[src/rtl/alarm_bank.sv]
// Multi-slot hh:mm alarm engine driving one shared buzzer with ring timeout and snooze.
// Optional per-slot weekday masks are enabled by defining ALARM_WEEKDAY_EN.
module alarm_bank #(
   parameter int unsigned NUM_ALARMS = 4,
   parameter int unsigned SNOOZE_MIN = 5,
   parameter int unsigned RING_SEC   = 60,
   parameter int unsigned MAX_SNOOZE = 3,
   localparam int unsigned IW        = (NUM_ALARMS > 1) ? $clog2(NUM_ALARMS) : 1
) (
   input  logic          i_clk,
   input  logic          i_reset,
   input  logic          i_sec_tick,
   input  logic [5:0]    i_cur_hr,
   input  logic [5:0]    i_cur_min,
   input  logic [5:0]    i_cur_sec,
   input  logic          i_wr_en,
   input  logic [IW-1:0] i_wr_idx,
   input  logic [5:0]    i_wr_hr,
   input  logic [5:0]    i_wr_min,
   input  logic          i_wr_arm,
   input  logic          i_stop_btn,
   input  logic          i_snooze_btn,
`ifdef ALARM_WEEKDAY_EN
   input  logic [6:0]    i_wr_days,
   input  logic [2:0]    i_cur_wday,
`endif
   output logic          o_buzzer,
   output logic [IW-1:0] o_active_idx,
   output logic [1:0]    o_state,
   output logic [11:0]   o_snooze_left,
   output logic          o_wr_err
);

   typedef enum logic [1:0] {StIdle = 2'd0, StRing = 2'd1, StSnooze = 2'd2} state_e;

   localparam logic [7:0]  RingLast   = 8'(RING_SEC - 1);
   localparam logic [7:0]  MaxSnooze  = 8'(MAX_SNOOZE);
   localparam logic [11:0] SnoozeLoad = 12'(SNOOZE_MIN * 60);

   logic [5:0]    r_hr  [NUM_ALARMS];
   logic [5:0]    r_min [NUM_ALARMS];
   logic          r_arm [NUM_ALARMS];
`ifdef ALARM_WEEKDAY_EN
   logic [6:0]    r_days [NUM_ALARMS];
`endif
   state_e        r_state,       w_state_d;
   logic [IW-1:0] r_active_idx,  w_active_idx_d;
   logic [7:0]    r_ring_cnt,    w_ring_cnt_d;
   logic [7:0]    r_snooze_cnt,  w_snooze_cnt_d;
   logic [11:0]   r_snooze_left, w_snooze_left_d;
   logic          r_wr_err;
   logic          r_stop_prev;
   logic          r_snooze_prev;

   logic          w_stop_edge;
   logic          w_snooze_edge;
   logic          w_wr_ok;
   logic          w_cancel;
   logic          w_hit;
   logic [IW-1:0] w_win;

   assign w_stop_edge   = i_stop_btn & ~r_stop_prev;
   assign w_snooze_edge = i_snooze_btn & ~r_snooze_prev;

`ifdef ALARM_WEEKDAY_EN
   assign w_wr_ok = i_wr_en && (32'(i_wr_idx) < NUM_ALARMS) && (i_wr_hr <= 6'd23) &&
                    (i_wr_min <= 6'd59) && (i_wr_days != 7'd0);
`else
   assign w_wr_ok = i_wr_en && (32'(i_wr_idx) < NUM_ALARMS) && (i_wr_hr <= 6'd23) &&
                    (i_wr_min <= 6'd59);
`endif

   // Writing the slot that is currently sounding or snoozing cancels that alarm.
   assign w_cancel = w_wr_ok && (i_wr_idx == r_active_idx) && (r_state != StIdle);

   // Scan downward so the lowest matching index is the one left in w_win.
   always_comb begin
      w_hit = 1'b0;
      w_win = '0;
      for (int i = int'(NUM_ALARMS) - 1; i >= 0; i--) begin
         if (i_sec_tick && (i_cur_sec == 6'd0) && r_arm[i] && (r_hr[i] == i_cur_hr) &&
`ifdef ALARM_WEEKDAY_EN
             (i_cur_wday <= 3'd6) && r_days[i][i_cur_wday] &&
`endif
             (r_min[i] == i_cur_min)) begin
            w_hit = 1'b1;
            w_win = IW'(i);
         end
      end
   end

   always_comb begin
      w_state_d       = r_state;
      w_active_idx_d  = r_active_idx;
      w_ring_cnt_d    = r_ring_cnt;
      w_snooze_cnt_d  = r_snooze_cnt;
      w_snooze_left_d = r_snooze_left;
      unique case (r_state)
         StIdle: begin
            if (w_hit && !w_stop_edge) begin
               w_state_d      = StRing;
               w_active_idx_d = w_win;
               w_ring_cnt_d   = '0;
               w_snooze_cnt_d = '0;
            end
         end
         StRing: begin
            if (w_cancel || w_stop_edge) begin
               w_state_d = StIdle;
            end else if (w_snooze_edge) begin
               if (r_snooze_cnt < MaxSnooze) begin
                  w_state_d       = StSnooze;
                  w_snooze_left_d = SnoozeLoad;
                  w_snooze_cnt_d  = r_snooze_cnt + 8'd1;
               end else begin
                  w_state_d = StIdle;
               end
            end else if (i_sec_tick) begin
               if (r_ring_cnt == RingLast) w_state_d = StIdle;
               else                        w_ring_cnt_d = r_ring_cnt + 8'd1;
            end
         end
         StSnooze: begin
            if (w_cancel || w_stop_edge) begin
               w_state_d = StIdle;
            end else if (i_sec_tick) begin
               w_snooze_left_d = r_snooze_left - 12'd1;
               if (r_snooze_left == 12'd1) begin
                  w_state_d    = StRing;
                  w_ring_cnt_d = '0;
               end
            end
         end
         default: w_state_d = StIdle;
      endcase
      if (w_state_d == StIdle) begin
         w_ring_cnt_d    = '0;
         w_snooze_cnt_d  = '0;
         w_snooze_left_d = '0;
      end
   end

   always_ff @(posedge i_clk) begin
      if (i_reset) begin
         for (int i = 0; i < int'(NUM_ALARMS); i++) begin
            r_hr[i]   <= '0;
            r_min[i]  <= '0;
            r_arm[i]  <= 1'b0;
`ifdef ALARM_WEEKDAY_EN
            r_days[i] <= 7'h7F;
`endif
         end
         r_state       <= StIdle;
         r_active_idx  <= '0;
         r_ring_cnt    <= '0;
         r_snooze_cnt  <= '0;
         r_snooze_left <= '0;
         r_wr_err      <= 1'b0;
         r_stop_prev   <= 1'b0;
         r_snooze_prev <= 1'b0;
      end else begin
         for (int i = 0; i < int'(NUM_ALARMS); i++) begin
            if (w_wr_ok && (i_wr_idx == IW'(i))) begin
               r_hr[i]   <= i_wr_hr;
               r_min[i]  <= i_wr_min;
               r_arm[i]  <= i_wr_arm;
`ifdef ALARM_WEEKDAY_EN
               r_days[i] <= i_wr_days;
`endif
            end
         end
         r_state       <= w_state_d;
         r_active_idx  <= w_active_idx_d;
         r_ring_cnt    <= w_ring_cnt_d;
         r_snooze_cnt  <= w_snooze_cnt_d;
         r_snooze_left <= w_snooze_left_d;
         r_wr_err      <= i_wr_en & ~w_wr_ok;
         r_stop_prev   <= i_stop_btn;
         r_snooze_prev <= i_snooze_btn;
      end
   end

   assign o_buzzer      = (r_state == StRing);
   assign o_active_idx  = r_active_idx;
   assign o_state       = r_state;
   assign o_snooze_left = r_snooze_left;
   assign o_wr_err      = r_wr_err;

endmodule
[config.mk]
export PLATFORM = sky130hd
export DESIGN_NAME = alarm_bank
export DESIGN_NICKNAME = d
export VERILOG_FILES = /design/src/rtl/alarm_bank.sv
export SDC_FILE = /design/constraint.sdc
export NUM_CORES = 1
export LEC_CHECK = 0
export ABC_AREA = 1
export CAP_MARGIN = 20
export CORE_ASPECT_RATIO = 1.75
export CORE_MARGIN = 8
export CORE_UTILIZATION = 45
export CTS_CLUSTER_SIZE = 20
export DETAILED_ROUTE_END_ITERATION = 16
export PLACE_DENSITY = 0.75
export SLEW_MARGIN = 20
export SYNTH_ARGS = -nofsm -noshare
export SYNTH_HDL_FRONTEND = slang
export SYNTH_SLANG_ARGS = --single-unit
[constraint.sdc]
create_clock -name i_clk -period 2.67 [get_ports i_clk]
set_clock_uncertainty 0.05 [all_clocks]
set_input_delay 0.267 -clock i_clk [delete_from_list [all_inputs] [get_ports i_clk]]
set_output_delay 0.267 -clock i_clk [all_outputs]
set_load 0.005 [all_outputs]
==> out/metrics.cfg, run 1 <==
[synth]
ys_ff_latch=87
ys_async_sr_fraction_pct=0
yosysMostFrequentCell=nand2_1
synth_area_um2=5580
ys_seq_area_share_pct=40.5
synth.area.top_cells=edfxtp_1 (28%), nand2_1 (20%), dfxtp_1 (13%)
synth_top_cell_area_share_pct=28.0
synth_edf_count=52
ys.flop_type=edfxtp_1
synth_top_cell_by_area=edfxtp_1
netlist_instances=852
synthTopCellsByCount=nand2_1 (303), nor2_1 (157), inv_1 (132), edfxtp_1 (52), nand3_1 (46)
synth_cell_types=40
ys_warn_count=0
avgSynthCellArea_um2=6.55

[power]
p_sw_share_pct=25.9
pwr-share-clk_pct=41.4
sequentialPowerShare_pct=46.8
power.density_nw_per_um2=480
ir_drop_v=0.000291
leakagePower_nw=3.46
combPwrFrac_pct=11.8
switching_power_mw=0.836
p_int_mw=2.39

[sta]
slew_violations=0
tns_ps=0
hold_violations=0
min_period_ps=2200
hold_slack_ps=408
final-setup-viol-count=0
finalCritPeriodShare_pct=82.3
clock.fmax_mhz=455
rsz0062_at_grt=no

[global_route]
grt_overflow_total=0
grt_pass1_vias=5136
grt_usage_pct=19.9
grt_max_degree=21
grt_pass1_wl_um=24800
antenna_found_initial=0

[die]
die_x_um=100
num_io_pins=57
rows=54
start_util_pct=45.4
core-area_um2=12300
die_area_um2=16400
fp.dieH_um=163

[finish]
area_growth_syn_to_layout_pct=20.4
nets=965
final_util_pct=54.7
multi_input_area_um2=2710
area.sequential_um2=2260
drive_gt1_share_pct=8.52
fillers=1245
stdcell_area_um2=6720
num_antenna_cells=0

[worst_setup_path]
cp_max_fo=13
crit_slowest_cell=dfxtp_1
critPathTopFamily=simple AND/OR/NAND/NOR gates
cpMostUsedCell=nand2_1
cp_cell_sequence=inv_1 > nor2_4 > inv_2 > nor2_1 > a21oi_2 > nor2_4 > nand2_4 > nand2_1 > nand2_1 > nand2_1 > inv_1
cpPeakStageDelay_ps=450
path_class=register to register
critPathBufInv=3
end_kind=register
worst_ep_required_time_ps=2870
worstPathArrival_ps=2400
ff2ff_setup_slack_ps=470
crit_path_start_kind=register

[clock_tree]
clk_pin_slew_ps=60
post_cts_buffers=0
numCtsBuffers=9
cts_buffer_depth=2
clk_latency_ps=350
cts.sinks=87
cts_root_buffer=clkbuf_16
cts_hold_buf=0
cts_tree=built
cts-htree-levels=3
cts_resized=0

[placed_design]
postPlaceCellArea_um2=6410
place_congestion=1.01
dpl.hpwl_um=12300
io_buffers=56

[routing]
drc=0
routed_via_density=4.85
vias=5310
post_drt_wl_per_cell_um=14.2
ant_nets=0
routed_wl_um=15600
drt_iter0_markers=282
dr.pass1.iters=4

[min_path]
hold_path.class=register to register

[job]
cap_violations=0

[run_status]
status=finished, final reports clean

==> layer usage <==
metal  global-route usage (%)  part of all wire (%)  vias up
met1                     18.4                    35     2419
met3                     3.93                   4.1       47
met5                        0                     0        -
met2                     38.0                    55      120
li1                         -                     -     2724
met4                     12.7                   5.3        0
==> kinds of logic after synthesis <==
kind of cell	after synthesis	share of synthesized area [%]
and+or+nand+nor	562	42.5
buffers and inverters	155	11.1
DFF	87	40.5
AOI/OAI and AO/OA	34	3.50
xor gates and xnor gates	9	1.41
adders and majority gates	4	0.897
other	1	0.0672
==> flip-flops by register name, indices dropped and copies added, names as in the netlist <==
register / flops
o_active_idx: 2
o_snooze_left: 12
o_state: 2
o_wr_err: 1
r_arm: 4
r_hr: 24
r_min: 24
r_ring_cnt: 8
r_snooze_cnt: 8
r_snooze_prev: 1
r_stop_prev: 1
==> final cells by class <==
class                           count  area share (%)
Clock buffer                       10            3.55
Inverter                          143            8.02
Multi-Input combinational cell    613            40.3
Timing Repair Buffer               68            10.2
Tap cell                          168            3.13
Clock inverter                      6            1.12
Sequential cell                    87            33.6
==> cells in the final DEF (no fill, tap or decap), types with 5 or more instances in the layout <==
cell type,instances
clkdlybuf4s50_1,56
nor2_1,157
nor2_2,9
nand3_1,46
dfxtp_1,35
inv_2,10
buf_4,9
nand4_1,8
nand2_1,303
nand2_2,15
inv_1,132
a21oi_1,17
o21ai_0,10
clkbuf_16,9
edfxtp_1,52
xor2_1,5
==> power groups by stage <==
stage	Sequential, mW	Clock [mW]	Combinational (mW)
after global placement	1.54	0	0.376
after floorplan	1.53	0	0.215
after detailed placement	1.54	0	0.380
final	1.51	1.33	0.381
after global routing	1.52	1.39	0.428
after CTS	1.51	1.34	0.382
==> worst min-delay path, cell delays in order (launching register included) <==
cell	delay [ps]
dfxtp_1	310
nand3_1	70
inv_1	30
==> stage by stage <==
step,std cells,setup slack [ps],total power [mW]
after floorplan,855,999,1.74
after global placement,1079,210,1.91
after detailed placement,1079,225,1.92
after CTS,1095,485,3.24
after global routing,1095,329,3.34
final,1095,473,3.22
==> final timing paths <==
check                       start               end  depth (start not counted)
hold reg to reg   r_snooze_cnt[3]   r_snooze_cnt[3]                          2
setup / recovery       o_state[0]  o_snooze_left[0]                         11
setup reg to reg       o_state[0]  o_snooze_left[0]                         11
hold / removal    r_snooze_cnt[3]   r_snooze_cnt[3]                          2
No activity file was read; power rests on OpenSTA's default activity.
==> run 2, diff against run 1 <==
PLACE_DENSITY = 0.77   (was 0.75)
clock period = 2 ns   (was 2.67 ns; I/O delays follow)
==> out/metrics.cfg, run 2 (synthesis gave the netlist of run 1 again) <==
[worst_setup_path]
worstPathArrival_ps=2170  ; was 2400 ps
worst_ep_required_time_ps=2240  ; was 2870 ps
path_class=input pin to register  ; was register to register
end_kind=register  ; unchanged
crit_path_start_kind=input pin  ; was register
cp_max_fo=7  ; was 13

[power]
power.density_nw_per_um2=582  ; was 480 nW/µm²
leakagePower_nw=3.95  ; was 3.46 nW
ir_drop_v=0.000486  ; was 0.000291 V

[routing]
routed_wl_um=16400  ; was 15600 µm
ant_nets=0  ; unchanged
post_drt_wl_per_cell_um=14.2  ; about the same
drt_iter0_markers=211  ; was 282
vias=5610  ; was 5310
drc=0  ; unchanged
routed_via_density=4.86  ; was 4.85
dr.pass1.iters=4  ; unchanged

[finish]
fillers=1121  ; was 1245
area_growth_syn_to_layout_pct=33.7  ; was 20.4%
final_common_cell=nand2_1  ; unchanged
nets=1024  ; was 965
drive_gt1_share_pct=20.3  ; was 8.52%
final_util_pct=60.7  ; was 54.7%
num_antenna_cells=0  ; unchanged
stdcell_area_um2=7460  ; was 6720 µm²
final_cell_mix=nand2_1 (273), nor2_1 (151), inv_1 (118), buf_4 (59), edfxtp_1 (52)  ; was nand2_1 (303), nor2_1 (157), inv_1 (132), clkdlybuf4s50_1 (56), edfxtp_1 (52)
final_cell_count_no_fill=1154  ; was 1095

[job]
cap_violations=0  ; unchanged

[clock_tree]
numCtsBuffers=9  ; unchanged
cts_tree=built  ; unchanged
clk_pin_slew_ps=70  ; was 60 ps
cts_buffer_depth=2  ; unchanged
cts-htree-levels=3  ; unchanged
clk_latency_ps=350  ; about the same
cts.sinks=87  ; unchanged
cts_root_buffer=clkbuf_16  ; unchanged

[die]
core-area_um2=12300  ; unchanged
num_io_pins=57  ; unchanged
rows=54  ; unchanged
start_util_pct=45.4  ; unchanged
fp.dieH_um=163  ; unchanged
die_x_um=100  ; unchanged
die_area_um2=16400  ; unchanged

[sta]
slew_violations=0  ; unchanged
hold_violations=0  ; unchanged
final-setup-viol-count=0  ; unchanged
rsz0062_at_grt=yes  ; was no
finalCritPeriodShare_pct=96.7
clock.fmax_mhz=517
min_period_ps=1930

[placed_design]
io_buffers=56  ; unchanged
dpl.hpwl_um=12800  ; was 12300 µm
placed_cells=1133  ; was 1079
place_congestion=1.02  ; was 1.01
postPlaceCellArea_um2=6880  ; was 6410 µm²

[global_route]
grt_overflow_total=0  ; unchanged
grt_pass1_wl_um=25600  ; was 24800 µm
grt_pass1_vias=5627  ; was 5136
antenna_found_initial=0  ; unchanged
grt_max_degree=17  ; was 21
grt_usage_pct=20.2  ; was 19.9%

[run_status]
status=finished, final reports clean  ; unchanged

[min_path]
hold_path.class=input pin to register  ; was register to register

==> run 2: worst paths after layout <==
path,startpoint,to,slack [ps],cells past startpoint
worst max-delay path,i_cur_sec[1],o_snooze_left[2],70,15
worst min-delay path,i_stop_btn,r_stop_prev,370,3
worst max register to register,r_min[2][1],o_snooze_left[2],90,14
worst min register to register,r_snooze_cnt[3],r_snooze_cnt[3],410,2
==> run 2: metrics by stage <==
| stage | setup TNS [ps] | total power, mW | hold slack (ps) | worst slack [ps] |
|---|---|---|---|---|
| 2_1_floorplan | 0 | 2.33 | 222 | 329 |
| 3_3_place_gp | -20440 | 2.62 | 390 | -339 |
| 3_5_place_dp | -23400 | 2.63 | 396 | -392 |
| 4_1_cts | 0 | 4.35 | 362 | 21.6 |
| 5_1_grt | -621 | 4.51 | 376 | -48.7 |
| 6_report | 0 | 4.34 | 372 | 66.8 |
==> run 2: what timing repair did <==
item                       in CTS  in global routing
hold buffers                    0                  0
buffers inserted                0                  3
hold endpoints to repair        0                  0
cloned                          0                  2
pin swaps                       0                 27
gates resized for setup         1                 89
setup endpoints to repair      11                 30
==> run 2: critical path, cell delays in order <==
cell and delay [ps]:
clkdlybuf4s50_1 460, nor2_2 120, nand2_1 80, nor2_4 180, nand2_1 70, nor2_1 130
nand2_1 90, nand2_1 80, inv_2 40, nand2_2 80, nand4_1 160, nand3_4 190
clkbuf_16 180, nand2_2 50, inv_1 50
==> run 2: where the power goes <==
group	internal [mW]	switching [mW]	total, mW
Combinational	0.248	0.347	0.595
Sequential	1.97	0.0447	2.02
Clock	0.984	0.747	1.73
==> run 2: final cells by class <==
class / count / area, µm² / area share (%)
Multi-Input combinational cell: 614 / 2900 / 38.9
Sequential cell: 87 / 2270 / 30.4
Timing Repair Buffer: 126 / 1230 / 16.6
Inverter: 143 / 539 / 7.23
Clock buffer: 9 / 225 / 3.02
Tap cell: 168 / 210 / 2.82
Clock inverter: 7 / 78.8 / 1.06
==> run 2: per-layer routing <==
metal | wire [µm] | up-vias | track usage, % | share of wire (%)
met5 | 0 | - | 0 | 0
met4 | 1100 | 0 | 15.7 | 6.7
met3 | 567 | 66 | 2.99 | 3.5
met2 | 9220 | 155 | 39.0 | 56
met1 | 5510 | 2546 | 18.0 | 34
li1 | - | 2843 | - | -
